## src/rtl/spi_clk_cfg_sequencer.sv

```systemverilog
// Jitter-cleaner SPI sequencer: shares one SPI engine between a boot-time
// configuration table (external ROM) and single-word software requests,
// then pulses SYNC once the boot table has been written.
module spi_clk_cfg_sequencer #(
  parameter int N_BOOT_WORDS      = 8,
  parameter int TIMEOUT_CYCLES    = 4095,
  parameter int SYNC_PULSE_CYCLES = 16
) (
  input  logic        clock_i,
  input  logic        reset_i,
  input  logic        boot_start_i,
  output logic [7:0]  boot_addr_o,
  input  logic [31:0] boot_word_i,
  input  logic [1:0]  boot_sel_i,
  input  logic        sw_req_i,
  input  logic [1:0]  sw_sel_i,
  input  logic [31:0] sw_data_i,
  output logic        sw_ack_o,
  output logic [31:0] sw_rdata_o,
  output logic        sw_timeout_o,
  output logic        spi_go_o,
  output logic [31:0] spi_in_o,
  output logic [1:0]  spi_slave_select_o,
  input  logic [31:0] spi_out_i,
  input  logic        spi_done_i,
  output logic        sync_o,
  output logic        busy_o,
  output logic        boot_done_o,
  output logic [7:0]  err_count_o
);

  localparam logic [2:0] ST_IDLE       = 3'd0;
  localparam logic [2:0] ST_BOOT_FETCH = 3'd1;
  localparam logic [2:0] ST_ISSUE      = 3'd2;
  localparam logic [2:0] ST_WAIT_DONE  = 3'd3;
  localparam logic [2:0] ST_SW_RESP    = 3'd4;
  localparam logic [2:0] ST_SYNC_PULSE = 3'd5;

  localparam int TMR_W = (TIMEOUT_CYCLES > 1) ? $clog2(TIMEOUT_CYCLES) : 1;
  localparam int SYN_W = (SYNC_PULSE_CYCLES > 1) ? $clog2(SYNC_PULSE_CYCLES) : 1;
  localparam logic [TMR_W-1:0] TMR_LAST  = TMR_W'(TIMEOUT_CYCLES - 1);
  localparam logic [SYN_W-1:0] SYN_LAST  = SYN_W'(SYNC_PULSE_CYCLES - 1);
  localparam logic [7:0]       LAST_ADDR = 8'(N_BOOT_WORDS - 1);

  logic [2:0]       state_q, state_d;
  logic [7:0]       boot_addr_q, boot_addr_d;
  logic [31:0]      word_q, word_d;
  logic [1:0]       sel_q, sel_d;
  logic             src_sw_q, src_sw_d;
  logic             boot_active_q, boot_active_d;
  logic             boot_pend_q, boot_pend_d;
  logic             fetch_wait_q, fetch_wait_d;
  logic [TMR_W-1:0] tmr_q, tmr_d;
  logic [SYN_W-1:0] sync_cnt_q, sync_cnt_d;
  logic             spi_go_q, spi_go_d;
  logic [31:0]      spi_in_q, spi_in_d;
  logic [1:0]       spi_sel_q, spi_sel_d;
  logic             sw_ack_q, sw_ack_d;
  logic [31:0]      sw_rdata_q, sw_rdata_d;
  logic             sw_timeout_q, sw_timeout_d;
  logic             sync_q, sync_d;
  logic             boot_done_q, boot_done_d;
  logic [7:0]       err_q, err_d;
  logic             do_advance;

  // Next-state logic: arbitration, boot sequencing, timeout and sync pulse.
  always_comb begin
    state_d       = state_q;
    boot_addr_d   = boot_addr_q;
    word_d        = word_q;
    sel_d         = sel_q;
    src_sw_d      = src_sw_q;
    boot_active_d = boot_active_q;
    boot_pend_d   = boot_pend_q;
    fetch_wait_d  = fetch_wait_q;
    tmr_d         = tmr_q;
    sync_cnt_d    = sync_cnt_q;
    spi_go_d      = 1'b0;
    spi_in_d      = spi_in_q;
    spi_sel_d     = spi_sel_q;
    sw_ack_d      = 1'b0;
    sw_rdata_d    = sw_rdata_q;
    sw_timeout_d  = sw_timeout_q;
    sync_d        = sync_q;
    boot_done_d   = boot_done_q;
    err_d         = err_q;
    do_advance    = 1'b0;

    // A boot request arriving mid software transaction is remembered
    // and started once the software transaction has been acked.
    if (boot_start_i && !boot_active_q && state_q != ST_IDLE) begin
      boot_pend_d = 1'b1;
    end

    case (state_q)
      ST_IDLE: begin
        if (boot_start_i || boot_pend_q) begin
          boot_addr_d   = 8'd0;
          boot_active_d = 1'b1;
          boot_done_d   = 1'b0;
          boot_pend_d   = 1'b0;
          fetch_wait_d  = 1'b0;
          state_d       = ST_BOOT_FETCH;
        end else if (sw_req_i) begin
          word_d   = sw_data_i;
          sel_d    = sw_sel_i;
          src_sw_d = 1'b1;
          state_d  = ST_ISSUE;
        end
      end
      ST_BOOT_FETCH: begin
        // First cycle lets the ROM register the new address; latch on the second.
        if (!fetch_wait_q) begin
          fetch_wait_d = 1'b1;
        end else begin
          word_d       = boot_word_i;
          sel_d        = boot_sel_i;
          src_sw_d     = 1'b0;
          fetch_wait_d = 1'b0;
          state_d      = ST_ISSUE;
        end
      end
      ST_ISSUE: begin
        // A level-style DONE from the previous word must drop before a new GO.
        if (!spi_done_i) begin
          spi_in_d  = word_q;
          spi_sel_d = sel_q;
          spi_go_d  = 1'b1;
          tmr_d     = '0;
          state_d   = ST_WAIT_DONE;
        end
      end
      ST_WAIT_DONE: begin
        if (spi_done_i || tmr_q == TMR_LAST) begin
          if (!spi_done_i && err_q != 8'hFF) begin
            err_d = err_q + 8'd1;
          end
          if (src_sw_q) begin
            sw_rdata_d   = spi_done_i ? spi_out_i : 32'd0;
            sw_timeout_d = !spi_done_i;
            sw_ack_d     = 1'b1;
            state_d      = ST_SW_RESP;
          end else if (sw_req_i) begin
            // Fairness: a waiting software request goes before the next boot word.
            word_d   = sw_data_i;
            sel_d    = sw_sel_i;
            src_sw_d = 1'b1;
            state_d  = ST_ISSUE;
          end else begin
            do_advance = 1'b1;
          end
        end else begin
          tmr_d = tmr_q + TMR_W'(1);
        end
      end
      ST_SW_RESP: begin
        if (boot_active_q) begin
          do_advance = 1'b1;
        end else begin
          state_d = ST_IDLE;
        end
      end
      ST_SYNC_PULSE: begin
        if (sync_cnt_q == SYN_LAST) begin
          sync_d        = 1'b0;
          boot_done_d   = 1'b1;
          boot_active_d = 1'b0;
          state_d       = ST_IDLE;
        end else begin
          sync_cnt_d = sync_cnt_q + SYN_W'(1);
        end
      end
      default: state_d = ST_IDLE;
    endcase

    // Move to the next boot word, or finish the run with the sync pulse.
    if (do_advance) begin
      if (boot_addr_q == LAST_ADDR) begin
        sync_d     = 1'b1;
        sync_cnt_d = '0;
        state_d    = ST_SYNC_PULSE;
      end else begin
        boot_addr_d  = boot_addr_q + 8'd1;
        fetch_wait_d = 1'b0;
        state_d      = ST_BOOT_FETCH;
      end
    end
  end

  // State register with synchronous reset; GO is forced low in the reset cycle.
  always_ff @(posedge clock_i) begin
    if (reset_i) begin
      state_q       <= ST_IDLE;
      boot_addr_q   <= 8'd0;
      word_q        <= 32'd0;
      sel_q         <= 2'd0;
      src_sw_q      <= 1'b0;
      boot_active_q <= 1'b0;
      boot_pend_q   <= 1'b0;
      fetch_wait_q  <= 1'b0;
      tmr_q         <= '0;
      sync_cnt_q    <= '0;
      spi_go_q      <= 1'b0;
      spi_in_q      <= 32'd0;
      spi_sel_q     <= 2'd0;
      sw_ack_q      <= 1'b0;
      sw_rdata_q    <= 32'd0;
      sw_timeout_q  <= 1'b0;
      sync_q        <= 1'b0;
      boot_done_q   <= 1'b0;
      err_q         <= 8'd0;
    end else begin
      state_q       <= state_d;
      boot_addr_q   <= boot_addr_d;
      word_q        <= word_d;
      sel_q         <= sel_d;
      src_sw_q      <= src_sw_d;
      boot_active_q <= boot_active_d;
      boot_pend_q   <= boot_pend_d;
      fetch_wait_q  <= fetch_wait_d;
      tmr_q         <= tmr_d;
      sync_cnt_q    <= sync_cnt_d;
      spi_go_q      <= spi_go_d;
      spi_in_q      <= spi_in_d;
      spi_sel_q     <= spi_sel_d;
      sw_ack_q      <= sw_ack_d;
      sw_rdata_q    <= sw_rdata_d;
      sw_timeout_q  <= sw_timeout_d;
      sync_q        <= sync_d;
      boot_done_q   <= boot_done_d;
      err_q         <= err_d;
    end
  end

  assign boot_addr_o        = boot_addr_q;
  assign sw_ack_o           = sw_ack_q;
  assign sw_rdata_o         = sw_rdata_q;
  assign sw_timeout_o       = sw_timeout_q;
  assign spi_go_o           = spi_go_q;
  assign spi_in_o           = spi_in_q;
  assign spi_slave_select_o = spi_sel_q;
  assign sync_o             = sync_q;
  assign busy_o             = (state_q != ST_IDLE);
  assign boot_done_o        = boot_done_q;
  assign err_count_o        = err_q;

endmodule

```

## config.mk

```make
export PLATFORM = sky130hd
export DESIGN_NAME = spi_clk_cfg_sequencer
export DESIGN_NICKNAME = d
export VERILOG_FILES = /design/src/rtl/spi_clk_cfg_sequencer.sv
export SDC_FILE = /design/constraint.sdc
export NUM_CORES = 1
export LEC_CHECK = 0
export BUFFER_PORTS_ARGS = -buffer_cell sky130_fd_sc_hd__buf_4
export CAP_MARGIN = 20
export CORE_MARGIN = 5
export CORE_UTILIZATION = 55
export CTS_CLUSTER_DIAMETER = 40
export DETAILED_ROUTE_END_ITERATION = 12
export PLACE_DENSITY_LB_ADDON = 0.2
export SLEW_MARGIN = 10
export SYNTH_ARGS = -nofsm -noshare
export SYNTH_HDL_FRONTEND = slang
export SYNTH_SLANG_ARGS = --single-unit
```

## constraint.sdc

```tcl
create_clock -name clock_i -period 3.5 [get_ports clock_i]
set_input_delay 1.05 -clock clock_i [delete_from_list [all_inputs] [get_ports clock_i]]
set_output_delay 1.05 -clock clock_i [all_outputs]
set_load 0.01 [all_outputs]
```

[Yosys cells after proc, flatten, opt, wreduce, memory -nomap -nowiden]
Cells that the tools add are included.
Operators by class
  equality and inequality tests: 23
  bitwise logic cells: 4
  reductions and logical operators: 22
  add/subtract/negate cells: 4
  mux-type cells: 67
Operators by type and width (count)
  2-to-1 mux 32 bit: 6
  case mux 32 bit (3 select lines): 1
  2-to-1 mux 8 bit: 4
  2-to-1 mux 3 bit: 10
  2-to-1 mux 1 bit: 27
  2-to-1 mux 12 bit: 2
  case mux 12 bit (2 select lines): 1
  inequality test 2 bit (second input constant): 9
  case mux 3 bit (6 select lines): 1
  adder 8 x 1 -> 8 bit (second input constant): 2
  2-to-1 mux 4 bit: 4
  inequality test 3 bit (second input constant): 5
  AND reduction 5 bit: 3
  adder 12 x 1 -> 12 bit (second input constant): 1
  equality test 12 bit (second input constant): 1
  AND reduction 3 bit: 4
  2-to-1 mux 2 bit: 5
  equality test 8 x 3 -> 1 bit (second input constant): 1
  inequality test 8 bit (second input constant): 1
  case mux 1 bit (2 select lines): 4
  equality test 3 x 2 -> 1 bit (second input constant): 2
  equality test 3 bit (second input constant): 2
  case mux 2 bit (3 select lines): 1
  nonzero test 3 bit: 2
  13 further kinds: 21
Word-level totals
  output and inout port bits: 88
  input port bits: 105
  register bits after elaboration: 144
  word-level logic and storage cells: 139

[Logic depth before layout (Yosys ltp)]
Gate-level depths: netlist of the first run.
  word-level depth: 6
  mapped depth: 9
  depth with buffers taken out: 7

[Worst setup path before layout of the first run]
OpenSTA, ideal clock, no wires.
  path kind: in2reg
  from: input port boot_start_i
  to: register word_q[11]
  data required time: 3.353 ns
  stages: 6
  library setup time: 0.147 ns
  path slack: 1.072 ns
  arrival: 2.281 ns
  buffers on the path: 2
  cells stage by stage: or3_1 a21o_1 a221oi_4 buf_6 buf_6 a311oi_2
Between the ends
  longest elaborated chain between the ends: 3
RTL lines
  start, declared: line 11  | input logic boot_start_i,
  logical OR 1 bit: line 97  | if (boot_start_i || boot_pend_q) begin
  inequality test 2 bit (no source line)
  AND reduction 5 bit (no source line)
  end signal, assigned: line 215  | word_q <= word_d;
  end, declared: line 47  | logic [31:0] word_q, word_d;
No other way between the ends.
A chain may end at the register's enable or synchronous reset.

[Worst setup path in the final report of the first run]
  from: register state_q[0]
  to: output port busy_o
Between the ends
  longest elaborated chain between the ends: 1
RTL lines
  start, declared: line 45  | logic [2:0] state_q, state_d;
  start signal, assigned: line 213  | state_q <= state_d;
  nonzero test 3 bit: line 243  | assign busy_o = (state_q != ST_IDLE);
  end, declared: line 27  | output logic busy_o,
No other way between the ends.

==> flow_metrics.tcl, run 1 <==
set metrics [dict create \
    layout_common_cells "200 x buf_4, 164 x nand2_1, 144 x dfxtp_1" \
    cts_setup_buffers 0 \
    synth_enable_flop_cells 0 \
    r2r_cells 7 \
    min_path_cells 2 \
    hp-start "word_q[0]$_SDFFE_PP0P_" \
    async_flop_share 0 \
    worstSetupEndpointType "output pin" \
    ys.flop_type "dfxtp_1" \
    synth.avg_cell_area_um2 8.556 \
    io_buffer_count 192 \
    grt_pass1_wl_um 27560 \
    wl_per_cell_um 16.67 \
    layout_commonest_cell "buf_4" \
    fp.coreArea_um2 10890 \
    outcome "completed" \
    clockRootBuffer "clkbuf_8" \
    syn2layout_area_growth_pct 33.22 \
    n_antenna_cell 0 \
    synth_area_um2 6143 \
    crit_type "reg2out" \
    track_usage 0.2562 \
    leakagePower_nw 3.292 \
    num_vias 5926 \
    start_util 0.5642 \
    place.gp.congestion 0.8161 \
    cts_sinks 144 \
    htreeDepth 4 \
    hold_buffers 0 \
    die_h_um 115.7 \
    timing.final.crit_share 0.8237 \
    ir_drop_v 0.0003806 \
    min_period_ps 2883 \
    tns_ps 0 \
    cp-start-kind "register" \
    slew_headroom 0.3782 \
    tightestPinTransition_ps 924.2 \
    die_area_um2 13380 \
    num_io_pins 193 \
    worst_hold_path_type "reg2reg" \
    finalClockSkew_ps 7.290 \
    cts_buffers 17 \
    cp.arrival_ps 1830 \
    clk_pin_slew_worst_paths_ps 60 \
    synth-seq-cells 144 \
    drt-pass1-iter-count 5 \
    drtIter0Drc 474 \
    routed_via_density 5.687 \
    rrSetupSlack_ps 730 \
    clk_latency_ps 520 \
    r2r_start "tmr_q[1]$_SDFFE_PP0P_" \
    clockBufferDepth 2 \
    critical_path_peak_fanout 17 \
    rsz0062_at_grt "false" \
    drt-total-wl_um 17370 \
    rows 38 \
    cts_tree "yes" \
    synth_cell_type_count 51 \
    drive_gt1_frac 0.3049 \
    finalHoldViolCount 0 \
    synth-seq-area-share 0.4692 \
    grt_pass1_vias 5837 \
    synth_cells 718 \
    hold_end "spi_in_o[0]$_SDFFE_PP0P_" \
    die_w_um 115.7 \
    fin_nets 999 \
    r2r_end "word_q[23]$_SDFFE_PP0P_" \
    cts_resized 0 \
    grt_max_degree 80 \
    fmax_ghz 0.3469 \
    synth_nets 828 \
    whs_ps 448.4 \
    route.detailed.drc 0 \
    max_cap_viol_count 0 \
    hpwl_um 11820 \
    crit_required_ps 2450 \
    ant_nets 0 \
    setup_violations 0 \
    slew_viol_final 0 \
    p_per_area_nw_per_um2 660.4 \
    overflow 0 \
    antenna_found_initial 0 \
    synth_warnings 0 \
]
==> synth_stat cells, drive strengths merged (5+ instances only) <==
master / instances / area share
buf: 10 / 0.015
inv: 11 / 0.0067
dfxtp: 144 / 0.47
nor3: 20 / 0.017
xnor2: 13 / 0.019
a211oi: 5 / 0.0069
nor4: 9 / 0.0092
a311oi: 35 / 0.085
a22oi: 32 / 0.039
or4: 6 / 0.0073
clkbuf: 39 / 0.024
nand4: 7 / 0.0081
nand3: 12 / 0.0098
a21oi: 54 / 0.044
nor2: 99 / 0.060
nand2: 164 / 0.10
a211o: 6 / 0.0086
or3: 5 / 0.0051
ha: 5 / 0.010
==> per-stage QoR <==
step,area (um^2),std cells,worst slack [ps],total power [mW],util
after floorplan,6143,718,1072,3.333,-
final,8184,1042,617.0,5.405,0.7517
after detailed placement,7620,1010,743.1,3.697,0.6998
after global placement,7620,1010,810.8,3.612,0.6998
after CTS,8184,1042,635.9,5.420,0.7517
after global routing,8184,1042,507.2,5.696,0.7517
==> final cells by class <==
type	instances	area, um^2
timing repair buffer	201	1521
sequential	144	2883
inverter	11	41.29
multi-input combinational	514	2999
fill	791	2704
clock buffer	22	452.9
tap	140	175.2
clock inverter	10	111.4
==> power by group <==
part / internal (mW) / total [mW] / switching, mW
clock: 1.05 / 1.73 / 0.682
combinational: 0.620 / 1.60 / 0.976
sequential: 1.89 / 2.08 / 0.190
==> worst max path at each step <==
stage	end	cells after the start	slack, ps	start
floorplan	word_q[11]$_SDFFE_PP0P_	6	1070	boot_start_i
global placement	word_q[7]$_SDFFE_PP0P_	7	810	boot_start_i
detailed placement	word_q[17]$_SDFFE_PP0P_	7	740	boot_start_i
CTS	busy_o	3	640	state_q[0]$_SDFFE_PP0P_
global route	busy_o	3	510	state_q[0]$_SDFFE_PP0P_
finish	busy_o	3	620	state_q[0]$_SDFFE_PP0P_
==> critical path, stage by stage (launching register included) <==
cell,delay (ps)
dfxtp_1,700
inv_1,290
nand2_1,180
buf_4,140
==> cell families (layout without fill, tap and decap cells) <==
kind of cell	after synthesis	after routing	synth area share
AOI/OAI and AO/OA	149	149	0.2069
xor gates and xnor gates	15	15	0.02139
adders and majority gates	5	5	0.01018
buffers and inverters	60	244	0.04521
DFF	144	144	0.4692
muxes	2	2	0.003259
and+or+nand+nor	343	343	0.2438
==> flip-flops by register name (all words and copies together) (netlist names) <==
register and flops:
spi_in_o 32, sel_q 2, spi_slave_select_o 2, sw_timeout_o 1, spi_go_o 1, sw_ack_o 1
sw_rdata_o 32, boot_done_o 1, fetch_wait_q 1, tmr_q 12, word_q 32, err_count_o 8
boot_addr_o 8, boot_active_q 1, state_q 3, boot_pend_q 1, sync_cnt_q 4, sync_o 1
src_sw_q 1
==> per-layer routing <==
metal,vias to the layer above,share of wire,global-route usage,wire length [um]
li1,2847,-,-,-
met1,2823,0.40,0.3117,6876
met2,213,0.51,0.4383,8930
met3,43,0.064,0.06527,1115
met4,0,0.026,0.09667,450
met5,-,0,0,0
No activity file was read; power rests on OpenSTA's default activity.
==> run 2, diff against run 1 <==
ABC_AREA = 1   (was default)
CORE_UTILIZATION = 47   (was 55)
clock period = 2.6 ns   (was 3.5 ns; I/O delays follow)
==> run 2 against run 1 <==
Cell count is 19% higher. Sequential power increased by 36%. Via count is 3.3% higher. Cell area increased by 4.1%. Non-clock buffer count rose by 3. Sequential share of layout area shrank 1.4 points. Critical path depth increased by 8.
==> flow_metrics.tcl, run 2 <==
set metrics [dict create \
    synth-seq-area-share 0.4520 \
    drive_gt1_frac 0.2460 \
    synth-seq-cells 144 \
    rsz0062_at_grt "false" \
    htreeDepth 4 \
    cts_setup_buffers 0 \
    synth_warnings 0 \
    synthDominantCellAreaShare 0.4520 \
    ys.flop_type "dfxtp_1" \
    cts_buffers 17 \
    clockRootBuffer "clkbuf_16" \
    layout_commonest_cell "nand2_1" \
    die_w_um 126.5 \
    path_cells "inv_1, ha_1, nand2_1, nor2_1, nand3_1, nand2_1, nand2_2, inv_2, nand3b_1, nand2_1, nor2_1" \
    finalClockSkew_ps 8.089 \
    synth_cell_type_count 34 \
    max_cap_viol_count 0 \
    die_area_um2 16000 \
    n_antenna_cell 0 \
    dp.cells 1205 \
    wl_per_cell_um 13.51 \
    synth_enable_flop_cells 0 \
    synth_area_um2 6377 \
    timing.final.crit_share 0.8249 \
    synth.avg_cell_area_um2 7.373 \
    cts_sinks 144 \
    tightestPinTransition_ps 576.2 \
    die_h_um 126.5 \
    synth_cells 865 \
    fin_nets 1158 \
    grt_pass1_wl_um 27460 \
    setup_violations 0 \
    finalHoldViolCount 0 \
    num_vias 6121 \
    async_flop_share 0 \
    cts_resized 0 \
    slew_headroom 0.6153 \
    cp_slowest_stage_delay_ps 450 \
    synth_area_leaders "dfxtp_1 45%, nand2_1 17%, nor2_1 6.8%" \
    overflow 0 \
    synth_nets 975 \
    antenna_found_initial 0 \
    yosys.area.top_type "dfxtp_1" \
    ir_drop_v 0.0004024 \
    rows 42 \
    slew_viol_final 0 \
    cp.arrival_ps 2460 \
    r2r_start "tmr_q[0]$_SDFFE_PP0P_" \
    hpwl_um 11460 \
    io_buffer_count 192 \
    p_per_area_nw_per_um2 883.4 \
    drt-total-wl_um 16720 \
    fp.coreArea_um2 13300 \
    route.detailed.drc 0 \
    crit_type "reg2reg" \
    clk_latency_ps 420 \
    num_io_pins 193 \
    cts_tree "yes" \
    drtIter0Drc 464 \
    critical_path_peak_fanout 34 \
    place.gp.congestion 0.8876 \
    post-synth-top-count-cell "nand2_1" \
    crit_top_cell "nand2_1" \
    worst_hold_path_type "reg2reg" \
    yosys-top-cells-count "293 x nand2_1, 144 x dfxtp_1, 116 x nor2_1" \
    hp-start "sw_rdata_o[11]$_SDFFE_PP0P_" \
    layout_common_cells "293 x nand2_1, 203 x buf_4, 144 x dfxtp_1" \
    fin_cells 1237 \
    hold_buffers 0 \
    tns_ps 0 \
    track_usage 0.2059 \
    rrSetupSlack_ps 460 \
    min_period_ps 2145 \
    grt_pass1_vias 5725 \
    start_util 0.4797 \
    cp_slowest_cell "inv_2" \
    fmax_ghz 0.4663 \
    r2r_end "word_q[14]$_SDFFE_PP0P_" \
    ant_nets 0 \
    r2r_cells 11 \
    clockBufferDepth 2 \
    crit_required_ps 2910 \
    drt-pass1-iter-count 4 \
    hold_end "sw_rdata_o[11]$_SDFFE_PP0P_" \
    grt_max_degree 45 \
    clk_pin_slew_worst_paths_ps 60 \
    min_path_cells 2 \
    syn2layout_area_growth_pct 33.63 \
    outcome "completed" \
    worstSetupEndpointType "register" \
    leakagePower_nw 3.847 \
    routed_via_density 4.948 \
    cp-start-kind "register" \
]
-- run 2: report_power, final --
part / internal (mW) / switching [mW]
clock network: 1.53 / 0.943
logic: 0.825 / 1.39
registers: 2.60 / 0.238
-- run 2: how the worst max path moves through the flow --
stage | slack [ps] | cells after the start | from | end
2_1_floorplan | 850 | 8 | boot_start_i | word_q[1]$_SDFFE_PP0P_
3_5_place_dp | 420 | 9 | boot_start_i | word_q[16]$_SDFFE_PP0P_
3_3_place_gp | 450 | 9 | boot_start_i | word_q[26]$_SDFFE_PP0P_
6_report | 460 | 11 | tmr_q[0]$_SDFFE_PP0P_ | word_q[14]$_SDFFE_PP0P_
4_1_cts | 440 | 11 | tmr_q[0]$_SDFFE_PP0P_ | word_q[14]$_SDFFE_PP0P_
5_1_grt | 170 | 11 | tmr_q[0]$_SDFFE_PP0P_ | word_q[27]$_SDFFE_PP0P_
-- run 2: area by class of cell --
class,count,area [um^2]
Tap cell,176,220.2
Multi-Input combinational cell,643,3128
Clock inverter,13,161.4
Timing Repair Buffer,204,1544
Sequential cell,144,2883
Fill cell,1219,4773
Inverter,38,142.6
Clock buffer,19,442.9
-- run 2: worst max-delay path: cells and delay by family (launching register included) --
family / cells / cell delay [ps]
simple gates: 8 / 960
fa+ha+maj: 1 / 150
flops: 1 / 360
buf+inv: 2 / 560
-- run 2: kinds of logic (layout without fill, tap and decap cells) --
kind of cell,after synthesis,count (layout),synth area share
and+or+nand+nor,504,504,0.3408
DFF,144,144,0.4520
AOI/OAI and AO/OA,117,117,0.1160
buffers and inverters,78,274,0.05788
xor gates and xnor gates,16,16,0.02197
adders and majority gates,5,5,0.009810
muxes,1,1,0.001570
-- run 2: stage by stage --
step           hold WS, ps    util  total power [mW]  instance area (um^2)  setup slack [ps]
2_1_floorplan        440.8       -             4.538                  6377             854.6
3_3_place_gp         448.7  0.5955             5.070                  7918             452.7
3_5_place_dp         452.5  0.5955             5.085                  7918             416.3
4_1_cts              462.3  0.6410             7.586                  8522             441.9
5_1_grt              474.3  0.6410             8.025                  8522             169.4
6_report             459.2  0.6410             7.529                  8522             455.4
-- run 2: per-layer routing --
layer | up-vias | wire [um] | global-route usage
met5 | - | 0 | 0
met4 | 0 | 345 | 0.07823
met3 | 27 | 1279 | 0.06641
met2 | 165 | 7644 | 0.3250
met1 | 2747 | 7449 | 0.2631
li1 | 3182 | - | -
==> run 3, diff against run 2 <==
ABC_AREA = 0   (was 1)
CORE_UTILIZATION = 51   (was 47)
clock period = 2.1 ns   (was 2.6 ns; I/O delays follow)
==> run 3 against run 2 <==
The flow now finishes with violations (setup timing). Largest power group is now combinational logic. Worst hold slack lost 14 ps. Core utilization grew 13 points. Sequential power grew 22%. Cell area grew 7.3%. Register-to-register slack lost 630 ps. Clock power grew 23%. Worst setup slack lost 630 ps. Clock skew grew 1.8 ps. Clock-buffer cell count shrank 1. First-iteration DRC count grew 6.5%. Critical endpoint is now word_q[4]$_SDFFE_PP0P_.
==> flow_metrics.tcl, run 3 (synthesized netlist as in run 1, its figures left out) <==
set metrics [dict create \
    outcome "complete, but fails checks" \
    violations "setup timing" \
    rsz0062_at_grt "true" \
    worstSetupEndpointType "register" \
    path_depth 9 \
    slew_viol_final 0 \
    max_cap_viol_count 0 \
    crit_type "reg2reg" \
    clockBufferDepth 2 \
    drive_gt1_frac 0.3906 \
    worst_hold_path_type "in2reg" \
    r2r_start "tmr_q[0]$_SDFFE_PP0P_" \
    cp_slowest_cell "or4_4" \
    cp-start-kind "register" \
    wl_per_cell_um 17.78 \
    place.gp.congestion 0.8854 \
    fin_nets 1052 \
    p_sw_mw 3.446 \
    cts_sinks 144 \
    dp_slack_ps -183.2 \
    min_path_cells 3 \
    timing.final.crit_share 1.082 \
    fmax_ghz 0.4400 \
    cpLargestDelayFamily "simple AND/OR/NAND/NOR gates" \
    hold_end "sw_rdata_o[14]$_SDFFE_PP0P_" \
    die_w_um 119.8 \
    finalWorstSetupSlack_ps -172.6 \
    routed_via_density 5.705 \
    drt-pass1-iter-count 6 \
    seq_power_share 0.337 \
    finalHoldViolCount 0 \
    critPathBufInv 3 \
    start_util 0.5158 \
    route.detailed.drc 0 \
    drt-total-wl_um 19600 \
    setup_violations 37 \
    hp-start "spi_out_i[14]" \
    clk_latency_ps 420 \
    clockRootBuffer "clkbuf_16" \
    p_sw_frac 0.3371 \
    num_io_pins 193 \
    cts_buffers 17 \
    p_comb_frac 0.363 \
    grt_pass1_vias 6034 \
    crit_required_ps 2420 \
    critical_path_peak_fanout 4 \
    rrSetupSlack_ps -170 \
    cp.arrival_ps 2590 \
    rows 40 \
    intPower_mw 6.778 \
    num_vias 6287 \
    layout_common_cells "233 x buf_4, 162 x nand2_1, 141 x dfxtp_1" \
    slew_headroom 0.2998 \
    overflow 0 \
    cp_slowest_stage_delay_ps 490 \
    hpwl_um 12150 \
    syn2layout_area_growth_pct 48.90 \
    die_h_um 119.8 \
    clock_power_share 0.299 \
    layout.area.seq_um2 2887 \
    multi_input_area_um2 3247 \
    clk_pin_slew_worst_paths_ps 60 \
    track_usage 0.2493 \
    antenna_found_initial 0 \
    drtIter0Drc 494 \
    grt_max_degree 90 \
    finalClockSkew_ps 9.841 \
    path_cells "inv_2, ha_4, nand4_1, or4_4, a221oi_4, buf_6, clkbuf_16, nor2_4, a311oi_2" \
    layout_commonest_cell "buf_4" \
    leakagePower_nw 3.742 \
    hold_buffers 0 \
    fp.coreArea_um2 11910 \
    min_period_ps 2273 \
    grt_pass1_wl_um 28970 \
    r2r_end "word_q[4]$_SDFFE_PP0P_" \
    htreeDepth 4 \
    ir_drop_v 0.0006488 \
    ant_nets 0 \
    io_buffer_count 192 \
    num-fill-cells 815 \
    n_antenna_cell 0 \
    die_area_um2 14340 \
    cts_tree "yes" \
    r2r_cells 9 \
    tightestPinTransition_ps 1046 \
    worstSetupStartpoint "tmr_q[0]$_SDFFE_PP0P_" \
    fin_util 0.7680 \
    p_per_area_nw_per_um2 1118 \
]
-- run 3: changes by cell type in the layout (fill, tap and decap cells not counted), moves of 9 or more --
cell,previous run,this run
a311oi_2,0,34
xor2_1,12,2
a21oi_1,66,50
nand3b_1,34,1
nor2_1,115,90
a22oi_1,0,28
a22o_1,34,0
inv_1,30,10
nand2_1,293,162
xnor2_1,4,13
buf_4,203,233
nand3_1,26,12
-- run 3: power groups by stage --
stage	Combinational [mW]	Clock, mW	Sequential [mW]
detailed placement	2.92	0	3.46
floorplan	2.18	0	3.40
global route	3.99	3.22	3.49
CTS	3.49	3.09	3.41
global placement	2.79	0	3.45
finish	3.71	3.06	3.45
-- run 3: repair_timing --
action                                  in CTS  in global routing
endpoints found under the setup margin      49                 92
resized for setup                           25                 44
setup buffers                                7                  4
cloned                                       4                  7
pin swaps                                   10                 16
-- run 3: layer usage --
layer  wire (um)  GRT usage
met5           0          0
met4         489     0.1067
met1        7659     0.2897
met2       10230     0.4421
met3        1217    0.05372
-- run 3: worst max path at each step --
stage,endpoint
2_1_floorplan,word_q[11]$_SDFFE_PP0P_
5_1_grt,word_q[4]$_SDFFE_PP0P_
3_5_place_dp,word_q[26]$_SDFFE_PP0P_
6_report,word_q[4]$_SDFFE_PP0P_
4_1_cts,word_q[26]$_SDFFE_PP0P_
3_3_place_gp,word_q[7]$_SDFFE_PP0P_
-- run 3: area by class of cell --
cell class,instances,area share
multi-input cells,514,0.3549
inverters,11,0.004514
clock buffers,18,0.04801
flip-flops and latches,144,0.3156
repair buffers,254,0.2388
clock inverters,14,0.01805
well taps,147,0.02011
-- run 3: worst reg2reg max path: cells and delay by family (launching register included) --
kind | cells | cell delay [ps]
buf+inv | 3 | 440
simple gates | 3 | 650
fa+ha+maj | 1 | 120
flops | 1 | 330
compound gates | 2 | 640
-- run 3: per-stage QoR --
stage	area, um^2	std cells	hold WS, ps	power, mW	TNS [ps]
after global placement	7929	1050	438.5	6.236	-4082
after CTS	8810	1093	437.0	9.991	-2241
after detailed placement	7929	1050	442.7	6.378	-6022
after global routing	9148	1102	451.7	10.69	-7541
after floorplan	6160	718	432.3	5.580	-376.8
final	9148	1102	444.7	10.22	-2510
